### src/rtl/shift_sequencer_if.sv
// Request/response bundle between the microsequencer (master) and the
// multi-cycle shift sequencer (slave).
interface shift_sequencer_if #(
  parameter int WIDTH    = 32,
  parameter int AMOUNT_W = 5
);
  logic                start;
  logic                op;
  logic [AMOUNT_W-1:0] amount;
  logic [WIDTH-1:0]    data_in;
  logic                busy;
  logic                done;
  logic [WIDTH-1:0]    result;

  modport master (
    output start, op, amount, data_in,
    input  busy, done, result
  );

  modport slave (
    input  start, op, amount, data_in,
    output busy, done, result
  );
endinterface

### src/rtl/shift_sequencer.sv
// Iterates the single-step MIC-1 shifter a counted number of passes, feeding each
// result back through the accumulator, and hands the final word back via start/busy/done.
module shift_sequencer #(
  parameter int WIDTH           = 32,
  parameter int AMOUNT_W        = 5,
  parameter int MAX_LEFT_PASSES = 4
) (
  input  logic             clk,
  input  logic             reset,
  shift_sequencer_if.slave bus,
  output logic [1:0]       sh_control,
  output logic [WIDTH-1:0] sh_data,
  input  logic [WIDTH-1:0] sh_result
);

  localparam logic [1:0] CTRL_PASS  = 2'b00;
  localparam logic [1:0] CTRL_RIGHT = 2'b01;
  localparam logic [1:0] CTRL_LEFT  = 2'b10;

  localparam logic [AMOUNT_W-1:0] LEFT_CAP = AMOUNT_W'(MAX_LEFT_PASSES);
  localparam logic [AMOUNT_W-1:0] ONE      = AMOUNT_W'(1);
  localparam logic [AMOUNT_W-1:0] ZERO     = '0;

  typedef enum logic [1:0] {
    IDLE  = 2'd0,
    SHIFT = 2'd1,
    DONE  = 2'd2
  } state_t;

  state_t              state;
  logic [WIDTH-1:0]    acc;
  logic [AMOUNT_W-1:0] cnt;
  logic                op_q;
  logic [AMOUNT_W-1:0] passes;

  // Left passes beyond WIDTH/8 only push zeros, so they are clipped away.
  always_comb begin
    passes = bus.amount;
    if (!bus.op && (bus.amount > LEFT_CAP)) begin
      passes = LEFT_CAP;
    end
  end

  assign sh_data = acc;

  always_ff @(posedge clk) begin
    if (reset) begin
      state      <= IDLE;
      acc        <= '0;
      cnt        <= '0;
      op_q       <= 1'b0;
      bus.result <= '0;
      bus.busy   <= 1'b0;
      bus.done   <= 1'b0;
      sh_control <= CTRL_PASS;
    end else begin
      case (state)
        IDLE: begin
          bus.done   <= 1'b0;
          sh_control <= CTRL_PASS;
          if (bus.start) begin
            bus.busy <= 1'b1;
            if (passes == ZERO) begin
              bus.result <= bus.data_in;
              bus.done   <= 1'b1;
              state      <= DONE;
            end else begin
              acc        <= bus.data_in;
              cnt        <= passes;
              op_q       <= bus.op;
              sh_control <= bus.op ? CTRL_RIGHT : CTRL_LEFT;
              state      <= SHIFT;
            end
          end
        end

        // The last pass lands straight in result so done and result line up.
        SHIFT: begin
          acc <= sh_result;
          cnt <= cnt - ONE;
          if (cnt == ONE) begin
            bus.result <= sh_result;
            bus.done   <= 1'b1;
            sh_control <= CTRL_PASS;
            state      <= DONE;
          end else begin
            sh_control <= op_q ? CTRL_RIGHT : CTRL_LEFT;
          end
        end

        DONE: begin
          bus.done   <= 1'b0;
          bus.busy   <= 1'b0;
          sh_control <= CTRL_PASS;
          state      <= IDLE;
        end

        default: begin
          bus.done   <= 1'b0;
          bus.busy   <= 1'b0;
          sh_control <= CTRL_PASS;
          state      <= IDLE;
        end
      endcase
    end
  end

endmodule

### src/flat_wrapper.sv
// flat-port wrapper written by rule: the top's interface ports become plain ports
module shift_sequencer_flat 
#(
  parameter int WIDTH           = 32,
  parameter int AMOUNT_W        = 5,
  parameter int MAX_LEFT_PASSES = 4
)
  (clk, reset, sh_control, sh_data, sh_result, bus_start, bus_op, bus_amount, bus_data_in, bus_busy, bus_done, bus_result);
  shift_sequencer_if #(.WIDTH(WIDTH), .AMOUNT_W(AMOUNT_W)) bus_i ();
  input  logic clk;
  input  logic reset;
  output logic [1:0] sh_control;
  output logic [WIDTH-1:0] sh_data;
  input  logic [WIDTH-1:0] sh_result;
  input wire logic [$bits(bus_i.start)-1:0] bus_start;
  input wire logic [$bits(bus_i.op)-1:0] bus_op;
  input wire logic [$bits(bus_i.amount)-1:0] bus_amount;
  input wire logic [$bits(bus_i.data_in)-1:0] bus_data_in;
  output wire logic [$bits(bus_i.busy)-1:0] bus_busy;
  output wire logic [$bits(bus_i.done)-1:0] bus_done;
  output wire logic [$bits(bus_i.result)-1:0] bus_result;
  assign bus_i.start = bus_start;
  assign bus_i.op = bus_op;
  assign bus_i.amount = bus_amount;
  assign bus_i.data_in = bus_data_in;
  assign bus_busy = bus_i.busy;
  assign bus_done = bus_i.done;
  assign bus_result = bus_i.result;
  shift_sequencer #(.WIDTH(WIDTH), .AMOUNT_W(AMOUNT_W), .MAX_LEFT_PASSES(MAX_LEFT_PASSES)) u_core (.clk(clk), .reset(reset), .bus(bus_i), .sh_control(sh_control), .sh_data(sh_data), .sh_result(sh_result));
endmodule
### config.mk
export PLATFORM = sky130hd
export DESIGN_NAME = shift_sequencer_flat
export DESIGN_NICKNAME = d
export VERILOG_FILES = /design/src/rtl/shift_sequencer_if.sv /design/src/rtl/shift_sequencer.sv /design/src/flat_wrapper.sv
export SDC_FILE = /design/constraint.sdc
export NUM_CORES = 1
export LEC_CHECK = 0
export BUFFER_PORTS_ARGS = -buffer_cell sky130_fd_sc_hd__buf_2
export CAP_MARGIN = 20
export CORE_AREA = 2 2 91 84
export DETAILED_ROUTE_END_ITERATION = 8
export DIE_AREA = 0 0 93 86
export GPL_ROUTABILITY_DRIVEN = 0
export PLACE_DENSITY = 0.84
export REMOVE_ABC_BUFFERS = 1
export SETUP_SLACK_MARGIN = 0.2
export SYNTH_ARGS = -nofsm -noshare
export SYNTH_HDL_FRONTEND = slang
export SYNTH_SLANG_ARGS = --single-unit
### constraint.sdc
create_clock -name clk -period 2 [get_ports clk]
set_input_delay 0.4 -clock clk [delete_from_list [all_inputs] [get_ports clk]]
set_output_delay 0.4 -clock clk [all_outputs]
set_load 0.005 [all_outputs]
### After elaboration in Yosys (flattened, before gate mapping)

Cells that the tools add are included.
W data, S select, Z words.

| storage, ports and cells | value |
|---|---|
| register bits | 76 |
| input port bits | 73 |
| logic and storage cells | 55 |

| operators by class | value |
|---|---|
| bitwise logic cells | 2 |
| order comparisons | 1 |
| reductions and logical operators | 10 |
| eq/ne operators | 6 |
| $add $sub $neg | 1 |
| mux-type cells | 27 |

Operators with widths:

| kind | number |
|---|---|
| $mux W32 | 5 |
| $pmux W32 S2 | 2 |
| $mux W2 | 8 |
| $mux W5 | 3 |
| $pmux W5 S2 | 1 |
| $pmux W2 S2 | 2 |
| $reduce_and A3 Y1 | 2 |
| $eq A5 B1 Y1 const B | 1 |
| $gt A5 B3 Y1 const B | 1 |
| $logic_not A5 Y1 | 1 |
| $sub A5 B1 Y5 const B | 1 |
| $mux W1 | 4 |
| $ne A2 B1 Y1 const B | 2 |
| $ne A2 B2 Y1 const B | 2 |
| $pmux W1 S2 | 2 |
| $reduce_and A2 Y1 | 2 |
| $reduce_and A4 Y1 | 1 |
| $eq A2 B1 Y1 const B | 1 |
| $logic_not A2 Y1 | 1 |
| $not A1 Y1 | 2 |
| $reduce_bool A2 Y1 | 1 |
| $logic_and A1 B1 Y1 | 1 |
| $logic_not A1 Y1 | 1 |

### Depth between registers and ports, before layout

| logic depth | value |
|---|---|
| word-level depth | 7 |
| depth in mapped cells | 9 |
| gate-level depth less buffers | 6 |

### Worst setup path before layout

Ideal clock, no wire load.

| path | value |
|---|---|
| path kind | input-to-reg |
| from | in bus_amount[4] |
| to | reg u_core.bus.result[3] |
| slack | 198 ps |
| setup time | 140 ps |
| arrival | 1662 ps |
| stages | 6 |
| cell sequence | or3_4 o31ai_4 and2_1 buf_6 buf_12 a211oi_2 |

| on the way | value |
|---|---|
| word-level cells in the longest chain between the ends | 6 |

RTL lines:

| what | RTL line | RTL |
|---|---|---|
| from (decl) | flat_wrapper.sv:17 | `input wire logic [$bits(bus_i.amount)-1:0] bus_amount;` |
| $gt A5 B3 Y1 | shift_sequencer.sv:39 | `if (!bus.op && (bus.amount > LEFT_CAP)) begin` |
| $logic_and A1 B1 Y1 | shift_sequencer.sv:39 |  |
| $mux W5 * | shift_sequencer.sv:39 |  |
| $logic_not A5 Y1 * | shift_sequencer.sv:63 | `if (passes == ZERO) begin` |
| $ne A2 B1 Y1 (no line) * | -- |  |
| $reduce_and A4 Y1 (no line) * | -- |  |
| to (signal assigned) | shift_sequencer.sv:64 | `bus.result <= bus.data_in;` |
| to (signal assigned) | shift_sequencer.sv:82 | `bus.result <= sh_result;` |
| to (decl) | shift_sequencer_if.sv:22 | `output busy, done, result` |

Every way passes the cells marked *; elsewhere a longest branch is shown, timed or not.
A chain may end at the register's enable or synchronous reset.

### Final worst setup path

| path | value |
|---|---|
| from | reg u_core.cnt[1] |
| to | reg u_core.bus.result[17] |

| on the way | value |
|---|---|
| word-level cells in the longest chain between the ends | 3 |

RTL lines:

| what | RTL line | RTL |
|---|---|---|
| from (decl) | shift_sequencer.sv:32 | `logic [AMOUNT_W-1:0] cnt;` |
| from (signal assigned) | shift_sequencer.sv:69 | `cnt <= passes;` |
| from (signal assigned) | shift_sequencer.sv:80 | `cnt <= cnt - ONE;` |
| $eq A5 B1 Y1 | shift_sequencer.sv:81 | `if (cnt == ONE) begin` |
| $ne A2 B1 Y1 (no line) | -- |  |
| $reduce_and A4 Y1 (no line) | -- |  |

No other way between the ends.

==> results.cfg <==
[status]
status = completed

[pwr]
power_frac_comb_pct = 26.6
p_switching_mw = 1.30
ir_drop_uv = 337
switching_share_pct = 32.7
cellPowerDensity_nw_per_um2 = 928
power_leakage_nw = 1.88
power_frac_seq_pct = 46.2
internal-power_mw = 2.67
fin_total_pwr_mw = 3.96
clkPwrFrac_pct = 27.2

[cts]
cts-buffers-inserted = 9
ctsHoldBuffers = 0
cts_tree = built
clk_latency_ps = 340
cts-root-buf = clkbuf_8
cts_setup_buffers = 0
clk_pin_slew_ps = 80
cts_num_sinks = 76
cts.path.max_buffers = 2
htree_levels = 3

[synth]
yosysTopAreaCell = dfxtp_1
ys.warnings.count = 0
synth_cell_types = 45
synth-edff-count = 0
synth_commonest_cells = dfxtp_1 (76), a211oi_1 (54), nor2_1 (44), a21oi_1 (36), mux2i_1 (33)
ys_ff_latch = 76
synth_flop_cell = dfxtp_1
synth-seq-area-share_pct = 45.9
syn_inst = 336
synth_area_leaders = dfxtp_1 (46%), a211oi_1 (12%), mux2i_1 (10%)
ys_async_sr_fraction_pct = 0
synth_top_area_share_pct = 45.9
synth.most_common_cell = dfxtp_1
synthesis.area_um2 = 3310
syn_avg_cell_area_um2 = 9.86

[setup_path]
crit_required_ps = 2250
crit_arrival_ps = 1960
r2r_slack_ps = 290
ff2ff_path_depth = 7
reg2reg_to = u_core.bus.result[17]
cp-end-kind = flip-flop
r2r-start = u_core.cnt[1]
worstPathMaxFanout = 32
worstSetupStartpointType = flip-flop
critPathKind = reg -> reg

[route]
vias = 3081
routed_wl_um = 8300
viasPerCell = 5.46
wire_per_inst_um = 14.7
dr.pass1.iters = 4
antenna_left = 0
drc_errors = 0
drt_iter0_markers = 94

[floorplan]
die_y_um = 86
core_um2 = 6970
die_area_um2 = 8000
die_w_um = 93
start_util_pct = 47.5
row_count = 29
ios = 141

[sta]
whs_ps = 314
fmax_mhz = 583
fin_crit_sh_pct = 85.7
drv_slew = 0
final-setup-viol-count = 0
worst_slack_ps = 286
tightest_slew_ps = 437
layout_min_cycle_time_ps = 1710
rsz0062_at_grt = false
hold_violations = 0
setup-tns-final_ps = 0
relSlewSlack_pct = 70.5
skew_ps = 13.8

[finish]
final_nets = 541
drive_gt1_share_pct = 39.9
n_antenna_cell = 0
syn_to_final_growth_pct = 28.9
fin_area_um2 = 4270

[worst_hold_path]
hold_depth = 2
worstHoldStart = reset
holdPathEnd = u_core.cnt[3]
min_path_type = in -> reg

[placement]
placed_area_um2 = 4060
port_buffers = 140
place_ws_ps = 23.6
dp_hpwl_um = 5990

[grt]
first_global_vias = 2933
grt_remaining_overflow = 0
grt_util_all_layers_pct = 20.8
grt_pass1_wl_um = 13400
grt_max_degree = 41
antenna_found_initial = 0

[job]
cap_violations = 0
[power groups by stage]
stage	logic, mW	clock network, mW	registers (mW)
4_1_cts	1.05	1.11	1.83
3_5_place_dp	1.05	0	1.86
5_1_grt	1.16	1.18	1.86
6_report	1.05	1.08	1.83
3_3_place_gp	1.01	0	1.85
2_1_floorplan	0.575	0	1.86
[worst max-delay path by stage]
stage | end | cells after the start | startpoint | slack [ps]
floorplan | u_core.cnt[0] | 4 | u_core.state[0] | -1620
global placement | u_core.bus.result[16] | 6 | bus_amount[4] | 170
detailed placement | u_core.bus.result[0] | 6 | bus_amount[4] | 20
CTS | u_core.bus.result[0] | 7 | u_core.cnt[1] | 240
global route | u_core.bus.result[21] | 6 | u_core.cnt[0] | 190
finish | u_core.bus.result[17] | 7 | u_core.cnt[1] | 290
[flip-flops by register name (all words and copies together), names as in the netlist]
signal	flops
u_core.sh_control	2
u_core.bus.done	1
u_core.bus.busy	1
u_core.state	2
u_core.op_q	1
u_core.cnt	5
u_core.bus.result	32
u_core.sh_data	32
[area by class of cell]
| class | instances | area (um2) |
|---|---|---|
| Fill cell | 624 | 2700 |
| Multi-Input combinational cell | 222 | 1600 |
| Sequential cell | 76 | 1520 |
| Timing Repair Buffer | 151 | 828 |
| Clock buffer | 9 | 124 |
| Tap cell | 93 | 116 |
| Clock inverter | 7 | 57.6 |
| Inverter | 6 | 22.5 |
[through the flow]
stage	std cells	utilization, %
CTS	564	61.0
floorplan	304	-
detailed placement	548	58.3
global placement	548	58.3
global route	564	61.3
finish	564	61.3
[routing by layer]
layer	vias to the layer above	global-route usage, %	share of wire [%]
met5	-	0	0
met4	0	8.02	1.1
met3	10	5.18	7.1
met2	129	34.8	49
met1	1438	25.8	43
li1	1504	-	-
[repair_timing]
item,4_1_cts,5_1_grt
gates resized for setup,2,3
endpoints found under the setup margin,1,33
gates cloned,0,0
pin swaps,0,0
[cell families after synthesis]
family / after synthesis / synth area share (%)
compound gates: 122 / 27.2
xor+xnor: 1 / 0.264
fa+ha+maj: 2 / 0.755
buf+inv: 38 / 6.84
flops: 76 / 45.9
mux: 33 / 9.97
simple gates: 64 / 8.99
[critical path, stage by stage (launching register included)]
cell and delay, ps:
dfxtp_1 390, inv_1 80, ha_1 180, nor4b_4 130
o21ba_2 230, and2_1 180, buf_12 170, a211oi_1 230
[cell usage in the layout (no fill, tap or decap), types with 2 or more instances in the layout]
master / synthesis / routed
dfxtp_1: 76 / 75
nand2_1: 2 / 2
nor3_1: 5 / 5
a21oi_1: 36 / 36
buf_4: 0 / 7
nand2b_1: 2 / 2
inv_1: 5 / 5
and2_1: 2 / 2
clkinvlp_4: 0 / 2
and3_1: 2 / 2
inv_6: 0 / 3
buf_2: 12 / 140
o21ai_0: 4 / 4
a211oi_2: 10 / 11
nor2_1: 44 / 44
ha_1: 2 / 2
mux2i_1: 33 / 33
clkbuf_8: 0 / 9
o211a_1: 2 / 2
a211oi_1: 54 / 53
buf_12: 1 / 3
No activity file was read; power rests on OpenSTA's default activity.
